--- src/rtl/vga_rx_capture_if.sv ---
// Purpose: bundles the VGA pin inputs and the qualified pixel stream of vga_rx_capture.
// Latency: none, wiring only.
// Backpressure: none; the pixel stream is free-running at the pixel clock.
interface vga_rx_capture_if;
    // VGA side, driven by the screen core (or a stimulus source)
    logic       en;
    logic       hsync;
    logic       vsync;
    logic [3:0] R;
    logic [3:0] G;
    logic [3:0] B;

    // Recovered pixel stream and status
    logic       pix_valid;
    logic [9:0] pix_x;
    logic [9:0] pix_y;
    logic [11:0] pix_rgb;
    logic       frame_start;
    logic       frame_done;
    logic       lock;
    logic       err_line;
    logic       err_frame;

    // Source of the VGA pins and consumer of the pixel stream
    modport master (
        output en, hsync, vsync, R, G, B,
        input  pix_valid, pix_x, pix_y, pix_rgb, frame_start, frame_done,
               lock, err_line, err_frame
    );

    // The capture block itself
    modport slave (
        input  en, hsync, vsync, R, G, B,
        output pix_valid, pix_x, pix_y, pix_rgb, frame_start, frame_done,
               lock, err_line, err_frame
    );
endinterface

--- src/rtl/vga_rx_capture.sv ---
// Purpose: recovers x/y from VGA syncs, checks raster timing, emits a qualified pixel stream once locked.
// Latency: RGB on the pins appears on pix_rgb two clocks later, with matching x/y/valid/markers.
// Backpressure: none; the stream cannot be stalled, pix_valid simply qualifies each clock.
module vga_rx_capture #(
    parameter int H_ACTIVE    = 640,
    parameter int H_FP        = 16,
    parameter int H_SYNC      = 96,
    parameter int H_BP        = 48,
    parameter int V_ACTIVE    = 480,
    parameter int V_FP        = 10,
    parameter int V_SYNC      = 2,
    parameter int V_BP        = 33,
    parameter bit SYNC_POL    = 1'b0,
    parameter int LOCK_FRAMES = 2
) (
    input  logic            clk,
    input  logic            resetn,
    vga_rx_capture_if.slave vif
);

    localparam int H_TOTAL = H_ACTIVE + H_FP + H_SYNC + H_BP;
    localparam int V_TOTAL = V_ACTIVE + V_FP + V_SYNC + V_BP;

    localparam logic [11:0] H_LAST   = 12'(H_TOTAL - 1);
    localparam logic [11:0] H_ACT_LO = 12'(H_SYNC + H_BP);
    localparam logic [11:0] H_ACT_HI = 12'(H_SYNC + H_BP + H_ACTIVE - 1);
    localparam logic [10:0] V_LAST   = 11'(V_TOTAL - 1);
    localparam logic [10:0] V_ACT_LO = 11'(V_SYNC + V_BP);
    localparam logic [10:0] V_ACT_HI = 11'(V_SYNC + V_BP + V_ACTIVE - 1);
    localparam logic [9:0]  X_LAST   = 10'(H_ACTIVE - 1);
    localparam logic [9:0]  Y_LAST   = 10'(V_ACTIVE - 1);
    localparam logic [3:0]  LOCK_N   = 4'(LOCK_FRAMES);

    typedef enum logic {
        SEEK  = 1'b0,
        TRACK = 1'b1
    } state_t;

    // Input stage: stage 1 holds the pixel being decoded, stage 2 only feeds edge detect
    logic        hs1_q, hs1_d;
    logic        vs1_q, vs1_d;
    logic        hs2_q, hs2_d;
    logic        vs2_q, vs2_d;
    logic [11:0] rgb1_q, rgb1_d;

    // Raster position of the pixel currently in stage 1 is h_cnt_d / v_cnt_d
    logic [11:0] h_cnt_q, h_cnt_d;
    logic [10:0] v_cnt_q, v_cnt_d;
    logic        vs_pend_q, vs_pend_d;

    // Registered pixel stream
    logic        pix_valid_q, pix_valid_d;
    logic [9:0]  pix_x_q, pix_x_d;
    logic [9:0]  pix_y_q, pix_y_d;
    logic [11:0] pix_rgb_q, pix_rgb_d;
    logic        frame_start_q, frame_start_d;
    logic        frame_done_q, frame_done_d;

    // Lock FSM state and its registered outputs
    state_t      state_q, state_d;
    logic [3:0]  good_cnt_q, good_cnt_d;
    logic        lock_q, lock_d;
    logic        err_line_q, err_line_d;
    logic        err_frame_q, err_frame_d;

    // Decoded events
    logic        hs_edge;
    logic        vs_edge;
    logic        vs_consume;
    logic        line_bad;
    logic        frame_bad;
    logic        h_act;
    logic        v_act;
    logic [9:0]  x_now;
    logic [9:0]  y_now;

    // Sync assert edges: stage 1 now at the asserted level, stage 2 was not
    assign hs_edge    = (hs1_q == SYNC_POL) && (hs2_q != SYNC_POL);
    assign vs_edge    = (vs1_q == SYNC_POL) && (vs2_q != SYNC_POL);
    // A vsync edge arriving with the hsync edge is consumed on the spot
    assign vs_consume = hs_edge && (vs_pend_q || vs_edge);

    // Length checks look at the count of the last clock of the line/frame just ended
    assign line_bad  = hs_edge && (h_cnt_q != H_LAST);
    assign frame_bad = vs_consume && (v_cnt_q != V_LAST);

    // Input registers and edge-detect history
    always_comb begin
        hs1_d  = vif.hsync;
        vs1_d  = vif.vsync;
        rgb1_d = {vif.R, vif.G, vif.B};
        hs2_d  = hs1_q;
        vs2_d  = vs1_q;
    end

    // Saturating raster counters and the pending-vsync flag
    always_comb begin
        h_cnt_d   = h_cnt_q;
        v_cnt_d   = v_cnt_q;
        vs_pend_d = vs_pend_q;

        if (hs_edge) begin
            h_cnt_d = 12'd0;
        end else if (h_cnt_q != 12'hFFF) begin
            h_cnt_d = h_cnt_q + 12'd1;
        end

        if (hs_edge) begin
            if (vs_consume) begin
                v_cnt_d = 11'd0;
            end else if (v_cnt_q != 11'h7FF) begin
                v_cnt_d = v_cnt_q + 11'd1;
            end
        end

        if (hs_edge) begin
            vs_pend_d = 1'b0;
        end else if (vs_edge) begin
            vs_pend_d = 1'b1;
        end
    end

    // Active-window decode and the next pixel-stream word; x/y/rgb hold while invalid
    always_comb begin
        h_act = (h_cnt_d >= H_ACT_LO) && (h_cnt_d <= H_ACT_HI);
        v_act = (v_cnt_d >= V_ACT_LO) && (v_cnt_d <= V_ACT_HI);
        x_now = 10'(h_cnt_d - H_ACT_LO);
        y_now = 10'(v_cnt_d - V_ACT_LO);

        pix_valid_d   = h_act && v_act && lock_q && vif.en && (state_q == TRACK);
        pix_x_d       = pix_valid_d ? x_now  : pix_x_q;
        pix_y_d       = pix_valid_d ? y_now  : pix_y_q;
        pix_rgb_d     = pix_valid_d ? rgb1_q : pix_rgb_q;
        frame_start_d = pix_valid_d && (x_now == 10'd0) && (y_now == 10'd0);
        frame_done_d  = pix_valid_d && (x_now == X_LAST) && (y_now == Y_LAST);
    end

    // Lock tracking: enter TRACK at a vsync, count good frames, drop out on any length error
    always_comb begin
        state_d     = state_q;
        good_cnt_d  = good_cnt_q;
        lock_d      = lock_q;
        err_line_d  = 1'b0;
        err_frame_d = 1'b0;

        if (!vif.en) begin
            state_d    = SEEK;
            good_cnt_d = 4'd0;
            lock_d     = 1'b0;
        end else begin
            case (state_q)
                SEEK: begin
                    if (vs_consume) begin
                        state_d    = TRACK;
                        good_cnt_d = 4'd0;
                    end
                end
                TRACK: begin
                    if (line_bad || frame_bad) begin
                        err_line_d  = line_bad;
                        err_frame_d = frame_bad;
                        state_d     = SEEK;
                        good_cnt_d  = 4'd0;
                        lock_d      = 1'b0;
                    end else if (vs_consume) begin
                        if (good_cnt_q != 4'hF) begin
                            good_cnt_d = good_cnt_q + 4'd1;
                        end
                        if (good_cnt_d >= LOCK_N) begin
                            lock_d = 1'b1;
                        end
                    end
                end
                default: begin
                    state_d = SEEK;
                end
            endcase
        end
    end

    // Datapath registers: input stage, counters and pixel-stream outputs
    always_ff @(posedge clk or negedge resetn) begin
        if (!resetn) begin
            hs1_q         <= 1'b0;
            vs1_q         <= 1'b0;
            hs2_q         <= 1'b0;
            vs2_q         <= 1'b0;
            rgb1_q        <= 12'd0;
            h_cnt_q       <= 12'd0;
            v_cnt_q       <= 11'd0;
            vs_pend_q     <= 1'b0;
            pix_valid_q   <= 1'b0;
            pix_x_q       <= 10'd0;
            pix_y_q       <= 10'd0;
            pix_rgb_q     <= 12'd0;
            frame_start_q <= 1'b0;
            frame_done_q  <= 1'b0;
        end else begin
            hs1_q         <= hs1_d;
            vs1_q         <= vs1_d;
            hs2_q         <= hs2_d;
            vs2_q         <= vs2_d;
            rgb1_q        <= rgb1_d;
            h_cnt_q       <= h_cnt_d;
            v_cnt_q       <= v_cnt_d;
            vs_pend_q     <= vs_pend_d;
            pix_valid_q   <= pix_valid_d;
            pix_x_q       <= pix_x_d;
            pix_y_q       <= pix_y_d;
            pix_rgb_q     <= pix_rgb_d;
            frame_start_q <= frame_start_d;
            frame_done_q  <= frame_done_d;
        end
    end

    // Lock FSM registers, including its registered lock/error outputs
    always_ff @(posedge clk or negedge resetn) begin
        if (!resetn) begin
            state_q     <= SEEK;
            good_cnt_q  <= 4'd0;
            lock_q      <= 1'b0;
            err_line_q  <= 1'b0;
            err_frame_q <= 1'b0;
        end else begin
            state_q     <= state_d;
            good_cnt_q  <= good_cnt_d;
            lock_q      <= lock_d;
            err_line_q  <= err_line_d;
            err_frame_q <= err_frame_d;
        end
    end

    assign vif.pix_valid   = pix_valid_q;
    assign vif.pix_x       = pix_x_q;
    assign vif.pix_y       = pix_y_q;
    assign vif.pix_rgb     = pix_rgb_q;
    assign vif.frame_start = frame_start_q;
    assign vif.frame_done  = frame_done_q;
    assign vif.lock        = lock_q;
    assign vif.err_line    = err_line_q;
    assign vif.err_frame   = err_frame_q;

endmodule

--- src/flat_wrapper.sv ---
// flat-port wrapper written by rule: the top's interface ports become plain ports
module vga_rx_capture_flat 
#(
    parameter int H_ACTIVE    = 640,
    parameter int H_FP        = 16,
    parameter int H_SYNC      = 96,
    parameter int H_BP        = 48,
    parameter int V_ACTIVE    = 480,
    parameter int V_FP        = 10,
    parameter int V_SYNC      = 2,
    parameter int V_BP        = 33,
    parameter bit SYNC_POL    = 1'b0,
    parameter int LOCK_FRAMES = 2
)
  (clk, resetn, vif_en, vif_hsync, vif_vsync, vif_R, vif_G, vif_B, vif_pix_valid, vif_pix_x, vif_pix_y, vif_pix_rgb, vif_frame_start, vif_frame_done, vif_lock, vif_err_line, vif_err_frame);
  vga_rx_capture_if vif_i ();
  input  logic clk;
  input  logic resetn;
  input wire logic [$bits(vif_i.en)-1:0] vif_en;
  input wire logic [$bits(vif_i.hsync)-1:0] vif_hsync;
  input wire logic [$bits(vif_i.vsync)-1:0] vif_vsync;
  input wire logic [$bits(vif_i.R)-1:0] vif_R;
  input wire logic [$bits(vif_i.G)-1:0] vif_G;
  input wire logic [$bits(vif_i.B)-1:0] vif_B;
  output wire logic [$bits(vif_i.pix_valid)-1:0] vif_pix_valid;
  output wire logic [$bits(vif_i.pix_x)-1:0] vif_pix_x;
  output wire logic [$bits(vif_i.pix_y)-1:0] vif_pix_y;
  output wire logic [$bits(vif_i.pix_rgb)-1:0] vif_pix_rgb;
  output wire logic [$bits(vif_i.frame_start)-1:0] vif_frame_start;
  output wire logic [$bits(vif_i.frame_done)-1:0] vif_frame_done;
  output wire logic [$bits(vif_i.lock)-1:0] vif_lock;
  output wire logic [$bits(vif_i.err_line)-1:0] vif_err_line;
  output wire logic [$bits(vif_i.err_frame)-1:0] vif_err_frame;
  assign vif_i.en = vif_en;
  assign vif_i.hsync = vif_hsync;
  assign vif_i.vsync = vif_vsync;
  assign vif_i.R = vif_R;
  assign vif_i.G = vif_G;
  assign vif_i.B = vif_B;
  assign vif_pix_valid = vif_i.pix_valid;
  assign vif_pix_x = vif_i.pix_x;
  assign vif_pix_y = vif_i.pix_y;
  assign vif_pix_rgb = vif_i.pix_rgb;
  assign vif_frame_start = vif_i.frame_start;
  assign vif_frame_done = vif_i.frame_done;
  assign vif_lock = vif_i.lock;
  assign vif_err_line = vif_i.err_line;
  assign vif_err_frame = vif_i.err_frame;
  vga_rx_capture #(.H_ACTIVE(H_ACTIVE), .H_FP(H_FP), .H_SYNC(H_SYNC), .H_BP(H_BP), .V_ACTIVE(V_ACTIVE), .V_FP(V_FP), .V_SYNC(V_SYNC), .V_BP(V_BP), .SYNC_POL(SYNC_POL), .LOCK_FRAMES(LOCK_FRAMES)) u_core (.clk(clk), .resetn(resetn), .vif(vif_i));
endmodule
--- config.mk ---
export PLATFORM = sky130hd
export DESIGN_NAME = vga_rx_capture_flat
export DESIGN_NICKNAME = d
export VERILOG_FILES = /design/src/rtl/vga_rx_capture_if.sv /design/src/rtl/vga_rx_capture.sv /design/src/flat_wrapper.sv
export SDC_FILE = /design/constraint.sdc
export NUM_CORES = 1
export LEC_CHECK = 0
export ABC_AREA = 1
export CELL_PAD_IN_SITES_DETAIL_PLACEMENT = 0
export CELL_PAD_IN_SITES_GLOBAL_PLACEMENT = 1
export CORE_MARGIN = 2
export CORE_UTILIZATION = 40
export DETAILED_ROUTE_END_ITERATION = 10
export PLACE_DENSITY_LB_ADDON = 0.2
export SYNTH_ARGS = -nofsm -noshare
export SYNTH_HDL_FRONTEND = slang
export SYNTH_SLANG_ARGS = --single-unit
--- constraint.sdc ---
create_clock -name clk -period 7 [get_ports clk]
set_input_delay 1.05 -clock clk [delete_from_list [all_inputs] [get_ports clk]]
set_output_delay 1.05 -clock clk [all_outputs]
set_load 0.02 [all_outputs]
# Word level (Yosys, flattened, before mapping)
# Index checks and enable logic that the tools add are counted.
# word_totals
latch_bits	0
reg_bits	83
romBits	0
mem_count	0
mem_bits_rw	0
inputBits	17
# op_classes
n_lt_le_gt_ge	5
n_mul	0
reduce_logical	22
n_shift	0
n_eq_ne	12
add_sub_neg	5
mux	32
div_mod_pow	0
bitwise_logic	3
# ops
operator	count
4-bit two-way mux	9
11-bit two-way mux	3
12-bit two-way mux	2
10-bit zero test	2
1-bit two-way mux	16
1-bit logical AND	15
12-bit by 1-bit adder with 12-bit output (second input constant)	1
12-bit by 8-bit >= comparator with 1-bit output (second input constant)	1
12-bit by 10-bit <= comparator with 1-bit output (second input constant)	1
12-bit by 10-bit inequality test with 1-bit output (second input constant)	1
12-bit inequality test (second input constant)	1
11-bit by 1-bit adder with 11-bit output (second input constant)	1
11-bit by 6-bit >= comparator with 1-bit output (second input constant)	1
11-bit by 10-bit <= comparator with 1-bit output (second input constant)	1
11-bit by 10-bit inequality test with 1-bit output (second input constant)	1
11-bit inequality test (second input constant)	1
10-bit equality test (second input constant)	1
10-bit by 9-bit equality test with 1-bit output (second input constant)	1
10-bit by 6-bit subtractor with 10-bit output (second input constant)	1
10-bit by 8-bit subtractor with 10-bit output (second input constant)	1
4-bit inequality test (second input constant)	2
4-bit one-hot mux with 2 select lines	1
3-bit by 1-bit inequality test with 1-bit output (second input constant)	2
4-bit by 1-bit adder with 4-bit output (second input constant)	1
other kinds (9)	12

# Longest topological paths before layout
# Gate-level depths: netlist of run 1.
# logic_depth
ltp_word	15
mapped_depth	20
ltp_nobuf	20

# Worst setup path before layout of run 1
# No wires, ideal clock.
# synth_timing
path_kind	register to register
start	register u_core.h_cnt_q[0]
end	register u_core.pix_rgb_q[0], in the netlist u_core.vif.pix_rgb[0]
slack_ns	4.608
synth_period_minus_slack_ns	2.392
setup_time_ns	0.117
t_required_ns	6.883
path_buffers	1
path_stages_with_launch	20
arrival_time_ns	2.275
cell_sequence	dfrtp_1 > ha_1 > nand2_1 > nor2_4 > nand3_2 > nand3_1 > nand2_1 > inv_1 > ha_1 > inv_1 > nor3_1 > and2_1 > nor2_1 > nor2_1 > nand2_2 > nor2_8 > inv_4 > buf_6 > nand2_1 > nand2_1
# synth_between
elab_chain_len	9
word_cells_on_any_way	11
# synth_lines
element	line	source
start, declared	vga_rx_capture.sv:47	logic [11:0] h_cnt_q, h_cnt_d;
start signal, assigned	vga_rx_capture.sv:204	h_cnt_q <= h_cnt_d;
12-bit by 1-bit adder with 12-bit output or 12-bit inequality test (tied branches)	vga_rx_capture.sv:105, vga_rx_capture.sv:104	
12-bit two-way mux (*)	vga_rx_capture.sv:104	end else if (h_cnt_q != 12'hFFF) begin
12-bit two-way mux (*)	vga_rx_capture.sv:102	if (hs_edge) begin
via u_core.h_cnt_d[4]	vga_rx_capture.sv:47	
12-bit by 8-bit >= comparator with 1-bit output or 12-bit by 10-bit <= comparator with 1-bit output (tied branches)	vga_rx_capture.sv:125	h_act = (h_cnt_d >= H_ACT_LO) && (h_cnt_d <= H_ACT_HI);
1-bit logical AND (*)	vga_rx_capture.sv:125	
1-bit logical AND (*) (4 in series)	vga_rx_capture.sv:130	pix_valid_d = h_act && v_act && lock_q && vif.en && (state_q == TRACK);
end signal, assigned	vga_rx_capture.sv:210	pix_rgb_q <= pix_rgb_d;
end, declared	vga_rx_capture.sv:55	logic [11:0] pix_rgb_q, pix_rgb_d;
# The timed path passes the listed nets; every way through them passes the cells marked *.
# A chain may end at the register's enable or synchronous reset.

# Worst setup path after layout of run 1
# layout_timing
start	register u_core.v_cnt_q[0]
end	register u_core.pix_rgb_q[11], in the netlist u_core.vif.pix_rgb[11]
# layout_between
elab_chain_len	10
word_cells_on_any_way	12
# layout_lines
element	line	source
start, declared	vga_rx_capture.sv:48	logic [10:0] v_cnt_q, v_cnt_d;
start signal, assigned	vga_rx_capture.sv:205	v_cnt_q <= v_cnt_d;
11-bit by 1-bit adder with 11-bit output or 11-bit inequality test (tied branches)	vga_rx_capture.sv:112, vga_rx_capture.sv:111	
11-bit two-way mux	vga_rx_capture.sv:111	end else if (v_cnt_q != 11'h7FF) begin
11-bit two-way mux	vga_rx_capture.sv:109	if (vs_consume) begin
11-bit two-way mux (*)	vga_rx_capture.sv:108	if (hs_edge) begin
11-bit by 6-bit >= comparator with 1-bit output or 11-bit by 10-bit <= comparator with 1-bit output (tied branches)	vga_rx_capture.sv:126	v_act = (v_cnt_d >= V_ACT_LO) && (v_cnt_d <= V_ACT_HI);
1-bit logical AND (*)	vga_rx_capture.sv:126	
1-bit logical AND (*) (4 in series)	vga_rx_capture.sv:130	
# Mark *: on every way between the ends. The rest lies on a longest branch, timed or not.

==> out/summary.txt, run 1 <==
transition time at the pin with the least slew margin -> 0.6638 ns
synthesized instance count -> 576
total negative slack -> 0 ns
Chip Width -> 108.1 µm
Worst Path Max Fanout -> 36
top achievable clock speed -> 319.3 MHz
total global-route track usage -> 18.23%
NumNets Final -> 657
number of antenna violations at the first check in global routing -> 0
Max Buffers Root-to-Sink -> 2
TritonCTS clock tree -> built
area inside the core boundary -> 10700 µm²
total via count after detailed routing -> 3658
cell breakdown of the critical path -> ha_1 > nand3_1 > nor2_2 > nand3_2 > nand2_1 > nand2_1 > nand2_1 > inv_2 > nand2_1 > ha_1 > nor2_1 > nor2_1 > nand3b_1 > nand2_1 > nand2_2 > nor2_8 > inv_4 > nand2_1 > nand2_1
clock latency reported for the late side of the worst-skew pair -> 0.36 ns
maximum cell stage delay along the critical path -> 0.45 ns
vias in the first global route -> 3559
last weighted congestion value of the routability-driven placer -> 0.8745
# hold bufs at CTS -> 0
data required time of the critical path -> 7.25 ns
syn avg cell area -> 7.527 µm²
layout cell share with drive strength beyond 1 -> 6.918%
Initial Util -> 40.53%
biggest area contributors in the synthesized netlist -> sky130_fd_sc_hd__dfrtp_1 48%, sky130_fd_sc_hd__nand2_1 19%, sky130_fd_sc_hd__nand3_1 6.1%, sky130_fd_sc_hd__inv_1 6.1%, sky130_fd_sc_hd__nor2_1 4.4%
number of enable flip-flop cells after synthesis -> 0
post-synth net total -> 602
count of cell types in the netlist -> 37
vertical die dimension -> 108.1 µm
total setup violations reported at the end of the flow -> 0
clock edge transition at the registers on the reported setup and hold paths -> 0.09 ns
IR drop worst, VDD -> 0.00008490 V
final routed wire length divided by cell count -> 12.62 µm
post-detailed-routing wire length -> 9793 µm
vias per inst -> 4.714
layout overhead on the synthesized area -> 20.12%
Critical Path Sink Type -> flip-flop
max cap viols -> 0
Post-CTS Setup Inserts -> 0
critical path's slowest cell -> sky130_fd_sc_hd__dfrtp_1
final hold vios -> 0
most area-hungry cell type in the Yosys netlist -> sky130_fd_sc_hd__dfrtp_1
Root Driver -> sky130_fd_sc_hd__clkbuf_8
global-route wire length before repair -> 16750 µm
overflow left after global routing -> 0
DRC violation count after routing -> 0
TritonRoute pass-1 iters -> 4
worst slew margin relative to its limit -> 55.75%
critical path data arrival time -> 3.38 ns
number of primary I/O pins -> 55
H-tree level count -> 3
post-cts resize count -> 0
Top Family by Delay on Critical Path -> simple AND/OR/NAND/NOR gates
number of sinks handled by clock tree synthesis -> 83
type of the tightest min-delay check -> reg -> reg
count of antenna diodes in the layout -> 0
most numerous cell on the critical path -> sky130_fd_sc_hd__nand2_1
Seq cells post-synth -> 83
final worst-path cycle share -> 44.75%
placed standard-cell area -> 4977 µm²
iteration-0 DRC count of the detailed router -> 209
pin count of the biggest net entering global routing -> 55
critical path type -> reg -> reg
remaining number of nets flagged by the antenna check after routing -> 0
max-slew violations -> 0
outcome -> completed
input/output buffers -> 54
sum of buffers and inverters on the critical path -> 2
Synth top area share -> 47.91%
CP startpoint kind -> flip-flop
most used cells in the layout excluding fill and tap cells -> 215 x sky130_fd_sc_hd__nand2_1, 83 x sky130_fd_sc_hd__dfrtp_1, 70 x sky130_fd_sc_hd__inv_1
register area share after synthesis -> 47.91%
area of the die -> 11690 µm²
Post-synth top flop -> sky130_fd_sc_hd__dfrtp_1
post-synthesis instance area -> 4335 µm²
count of standard-cell rows -> 38
Detail Placement HPWL -> 7212 µm
ratio of total power to cell area -> 219.6 nW/µm²
final non-filler cell area -> 5207 µm²
most common cell after layout, fill and taps aside -> sky130_fd_sc_hd__nand2_1
RSZ-0062 raised after global routing -> no
leakage component of the power -> 0.002687 µW
share of flip-flops with an asynchronous set or reset -> 100.0%
minimum period implied by the final worst setup slack -> 3.132 ns
clk_skew -> 0.01436 ns
Yosys warning count -> 0
total CTS buffers -> 9
-- Yosys cell counts, types with 4 or more instances --
| library cell | count |
|---|---|
| sky130_fd_sc_hd__inv_2 | 6 |
| sky130_fd_sc_hd__nor2_2 | 5 |
| sky130_fd_sc_hd__inv_1 | 70 |
| sky130_fd_sc_hd__dfrtp_1 | 83 |
| sky130_fd_sc_hd__nand3_1 | 53 |
| sky130_fd_sc_hd__nand2_2 | 4 |
| sky130_fd_sc_hd__ha_1 | 9 |
| sky130_fd_sc_hd__nand2_1 | 215 |
| sky130_fd_sc_hd__nor3_1 | 8 |
| sky130_fd_sc_hd__nand3_2 | 4 |
| sky130_fd_sc_hd__nand4_1 | 9 |
| sky130_fd_sc_hd__nor2_1 | 51 |
| sky130_fd_sc_hd__o21ai_0 | 15 |
| sky130_fd_sc_hd__a21oi_1 | 6 |
| sky130_fd_sc_hd__nor2_4 | 4 |
-- cells by family (layout without fill, tap and decap cells) --
family,after synthesis,in the layout,synth area share (%)
AOI/OAI and AO/OA,30,30,3.839
xor gates and xnor gates,4,4,0.8082
adders and majority gates,9,9,2.597
buffers and inverters,89,149,8.629
DFF,83,83,47.91
and+or+nand+nor,361,361,36.22
-- where the power goes --
group | internal, µW | leakage, µW | total, µW | switching (µW)
Combinational | 72.7 | 0.00146 | 215 | 142
Clock | 209 | 0.000117 | 400 | 192
Sequential | 502 | 0.00111 | 528 | 26.0
-- registers in the layout, indices dropped and copies added, names as in the netlist, 4 cells and up --
signal and count:
u_core.good_cnt_q 4, u_core.h_cnt_q 12, u_core.rgb1_q 12, u_core.v_cnt_q 11, u_core.vif.pix_rgb 12, u_core.vif.pix_x 10
u_core.vif.pix_y 10
-- path summary, 6_finish.rpt --
kind	startpoint	endpoint	slack, ns	cells after the start
min reg2reg	u_core.vs1_q	u_core.vs2_q	0.38	0
max in group asynchronous	resetn	u_core.v_cnt_q[6]	5.38	2
max reg2reg	u_core.v_cnt_q[0]	u_core.vif.pix_rgb[11]	3.87	19
min in group asynchronous	resetn	u_core.vif.lock	0.61	1
max	u_core.v_cnt_q[0]	u_core.vif.pix_rgb[11]	3.87	19
min	u_core.vs1_q	u_core.vs2_q	0.38	0
-- metal layers --
layer / track usage, % / part of all wire, % / vias to the layer above / wire length [µm]
li1: - / - / 1898 / -
met1: 25.51 / 50 / 1696 / 4911
met2: 28.62 / 46 / 60 / 4511
met3: 3.556 / 3.2 / 4 / 311
met4: 5.678 / 0.60 / 0 / 59
met5: 0 / 0 / - / 0
-- metrics by stage --
step | setup slack [ns] | cells | util [%] | hold WS (ns) | total power [µW]
floorplan | 4.608 | 576 | - | 0.3537 | 691.8
global placement | 3.801 | 760 | 46.53 | 0.3610 | 752.8
detailed placement | 3.804 | 760 | 46.53 | 0.3590 | 753.5
CTS | 3.779 | 776 | 48.68 | 0.3785 | 1158
global route | 3.430 | 776 | 48.68 | 0.3889 | 1222
finish | 3.868 | 776 | 48.68 | 0.3753 | 1143
-- cell type report --
class | count | area, µm²
sequential | 83 | 2077
clock buffer | 9 | 123.9
clock inverter | 7 | 106.4
timing repair buffer | 55 | 545.5
inverter | 78 | 295.3
tap | 140 | 175.2
multi-input combinational | 404 | 1884
fill | 1106 | 5490
Power figures use the tool's default switching activity.
==> run 2, diff against run 1 <==
==> constraint.sdc (replaced) <==
create_clock -name clk -period 2.9 [get_ports clk]
set_input_delay 0.435 -clock clk [delete_from_list [all_inputs] [get_ports clk]]
set_output_delay 0.435 -clock clk [all_outputs]
set_load 0.02 [all_outputs]
==> run 2 against run 1 <==
Global-route usage up 0.57 points. Cell area up 3.5%. Die area unchanged. Highest routed layer unchanged. Critical path type unchanged. Critical path depth down 2. Routed wire length up 4.6%. Sequential power up 140%. First-iteration DRC count down 4.8%. Power up 140%.
==> out/summary.txt, run 2 (same netlist as run 1, synthesis figures left out) <==
worst slew margin relative to its limit -> 28.40% (was 55.75%)
CP startpoint kind -> flip-flop (unchanged)
global-route wire length before repair -> 17450 µm (was 16750 µm)
NumNets Final -> 673 (was 657)
count of standard-cell rows -> 38 (unchanged)
most common cell after layout, fill and taps aside -> sky130_fd_sc_hd__nand2_1 (unchanged)
TritonRoute pass-1 iters -> 4 (unchanged)
type of the tightest min-delay check -> in -> async (was reg -> reg)
minimum period implied by the final worst setup slack -> 2.684 ns (was 3.132 ns)
Reg2Reg Launch Point -> u_core.h_cnt_q[0] (was u_core.v_cnt_q[0])
transition time at the pin with the least slew margin -> 1.074 ns (was 0.6638 ns)
Initial Util -> 40.53% (unchanged)
clock edge transition at the registers on the reported setup and hold paths -> 0.09 ns (about the same)
critical path data arrival time -> 2.97 ns (was 3.38 ns)
area of the die -> 11690 µm² (unchanged)
ratio of total power to cell area -> 508.1 nW/µm² (was 219.6 nW/µm²)
overflow left after global routing -> 0 (unchanged)
area inside the core boundary -> 10700 µm² (unchanged)
total via count after detailed routing -> 3739 (was 3658)
DRC violation count after routing -> 0 (unchanged)
total global-route track usage -> 18.80% (was 18.23%)
clock latency reported for the late side of the worst-skew pair -> 0.36 ns (about the same)
remaining number of nets flagged by the antenna check after routing -> 0 (unchanged)
number of sinks handled by clock tree synthesis -> 83 (unchanged)
power after layout -> 2739 µW (was 1143 µW)
max cap viols -> 0 (unchanged)
count of placed standard cells including taps -> 770 (was 760)
IR drop worst, VDD -> 0.0003460 V (was 0.00008490 V)
vertical die dimension -> 108.1 µm (unchanged)
endpoint of the lowest-slack register-to-register path -> u_core.vif.frame_done (was u_core.vif.pix_rgb[11])
input/output buffers -> 54 (unchanged)
final routed wire length divided by cell count -> 12.94 µm (was 12.62 µm)
Root Driver -> sky130_fd_sc_hd__clkbuf_8 (unchanged)
data required time of the critical path -> 3.19 ns (was 7.25 ns)
Chip Width -> 108.1 µm (unchanged)
R2R Setup Slk -> 0.22 ns (was 3.87 ns)
iteration-0 DRC count of the detailed router -> 199 (was 209)
vias in the first global route -> 3730 (was 3559)
cell breakdown of the critical path -> ha_4 > nand2_2 > nor2_4 > buf_4 > nand2_2 > nor2_4 > o21ai_1 > nand2_1 > nor2_2 > and2_1 > nor2_1 > nor2_1 > nand2_2 > nor2_8 > buf_6 > nand3_1 > nor2_1 (was ha_1 > nand3_1 > nor2_2 > nand3_2 > nand2_1 > nand2_1 > nand2_1 > inv_2 > nand2_1 > ha_1 > nor2_1 > nor2_1 > nand3b_1 > nand2_1 > nand2_2 > nor2_8 > inv_4 > nand2_1 > nand2_1)
post-detailed-routing wire length -> 10250 µm (was 9793 µm)
last weighted congestion value of the routability-driven placer -> 0.8525 (was 0.8745)
Critical Path Sink Type -> flip-flop (unchanged)
layout overhead on the synthesized area -> 24.36% (was 20.12%)
critical path type -> reg -> reg (unchanged)
post-layout instance count excluding filler cells -> 792 (was 776)
Worst Path Max Fanout -> 6 (was 36)
number of antenna violations at the first check in global routing -> 0 (unchanged)
clk_skew -> 0.01073 ns (was 0.01436 ns)
top achievable clock speed -> 372.6 MHz (was 319.3 MHz)
most used cells in the layout excluding fill and tap cells -> 212 x sky130_fd_sc_hd__nand2_1, 82 x sky130_fd_sc_hd__dfrtp_1, 70 x sky130_fd_sc_hd__inv_1 (was 215 x sky130_fd_sc_hd__nand2_1, 83 x sky130_fd_sc_hd__dfrtp_1, 70 x sky130_fd_sc_hd__inv_1)
H-tree level count -> 3 (unchanged)
count of antenna diodes in the layout -> 0 (unchanged)
logic depth of the worst register-to-register path -> 17 (was 19)
max-slew violations -> 0 (unchanged)
final worst-path cycle share -> 92.56% (was 44.75%)
maximum cell stage delay along the critical path -> 0.43 ns (was 0.45 ns)
final hold vios -> 0 (unchanged)
vias per inst -> 4.721 (was 4.714)
Detail Placement HPWL -> 7393 µm (was 7212 µm)
critical path's slowest cell -> sky130_fd_sc_hd__dfrtp_1 (unchanged)
pin count of the biggest net entering global routing -> 84 (was 55)
layout cell share with drive strength beyond 1 -> 11.20% (was 6.918%)
number of primary I/O pins -> 55 (unchanged)
sum of buffers and inverters on the critical path -> 2 (unchanged)
Top Family by Delay on Critical Path -> simple AND/OR/NAND/NOR gates (unchanged)
leakage component of the power -> 0.002746 µW (was 0.002687 µW)
TritonCTS clock tree -> built (unchanged)
Max Buffers Root-to-Sink -> 2 (unchanged)
outcome -> completed (unchanged)
total setup violations reported at the end of the flow -> 0 (unchanged)
total CTS buffers -> 9 (unchanged)
==> run 2: changes by cell type in the layout (fill, tap and decap cells not counted), sizes merged <==
cell      before  now
buf            2   17
inv           82   79
clkinvlp       0    2
bufinv         2    1
clkbuf         9   10
clkinv         1    2
nor2          61   62
==> run 2: area by class of cell <==
type / count / area, µm²
fill: 1053 / 5306
sequential: 83 / 2078
multi-input combinational: 405 / 1962
timing repair buffer: 70 / 674.4
inverter: 78 / 300.3
tap: 140 / 175.2
clock buffer: 10 / 127.6
clock inverter: 6 / 73.82
==> run 2: worst max-delay path by stage <==
stage                            from               endpoint  slack (ns)  cells past startpoint
floorplan           u_core.h_cnt_q[0]  u_core.vif.pix_rgb[0]        0.51                     19
global placement    u_core.h_cnt_q[0]    u_core.vif.pix_x[2]        0.13                     18
detailed placement  u_core.h_cnt_q[0]    u_core.vif.pix_x[1]        0.03                     18
CTS                 u_core.h_cnt_q[0]    u_core.vif.pix_x[1]        0.02                     18
global route        u_core.h_cnt_q[0]  u_core.vif.frame_done       -0.01                     18
finish              u_core.h_cnt_q[0]  u_core.vif.frame_done        0.22                     17
==> run 2: per-stage QoR <==
stage | hold WS [ns] | setup TNS, ns | worst slack, ns | utilization [%] | cell area (µm²)
after floorplan | 0.1394 | 0 | 0.5076 | - | 4335
after global placement | 0.3639 | 0 | 0.1292 | 47.23 | 5052
after detailed placement | 0.3623 | 0 | 0.02732 | 47.23 | 5052
after CTS | 0.2982 | 0 | 0.01577 | 49.11 | 5254
after global routing | 0.3356 | -0.02770 | -0.01491 | 50.40 | 5391
final | 0.2308 | 0 | 0.2159 | 50.40 | 5391
==> run 2: power breakdown <==
part | leakage (µW) | switching, µW | internal, µW
Combinational | 0.00154 | 384 | 226
Clock | 0.0000950 | 451 | 409
Sequential | 0.00111 | 56.5 | 1210
Total | 0.00275 | 891 | 1850
==> run 2: repair_timing <==
| action | in CTS | in global routing |
|---|---|---|
| resized for setup | 0 | 23 |
| buffers inserted | 0 | 5 |
| hold buffers | 0 | 0 |
| endpoints found under the setup margin | 0 | 35 |
==> run 2: routing by layer <==
metal	GRT usage, %	wire length, µm	vias up
met5	0	0	-
met4	4.212	90	0
met3	5.304	354	10
met2	29.87	4774	58
met1	25.65	5028	1734
li1	-	-	1937
==> run 2: worst reg2reg max path, stage by stage, from the launching register on <==
cell and delay (ns):
sky130_fd_sc_hd__dfrtp_1 0.43, sky130_fd_sc_hd__ha_4 0.18, sky130_fd_sc_hd__nand2_2 0.09, sky130_fd_sc_hd__nor2_4 0.06
sky130_fd_sc_hd__buf_4 0.14, sky130_fd_sc_hd__nand2_2 0.11, sky130_fd_sc_hd__nor2_4 0.06, sky130_fd_sc_hd__o21ai_1 0.26
sky130_fd_sc_hd__nand2_1 0.12, sky130_fd_sc_hd__nor2_2 0.15, sky130_fd_sc_hd__and2_1 0.13, sky130_fd_sc_hd__nor2_1 0.04
sky130_fd_sc_hd__nor2_1 0.14, sky130_fd_sc_hd__nand2_2 0.15, sky130_fd_sc_hd__nor2_8 0.23, sky130_fd_sc_hd__buf_6 0.16
sky130_fd_sc_hd__nand3_1 0.06, sky130_fd_sc_hd__nor2_1 0.11
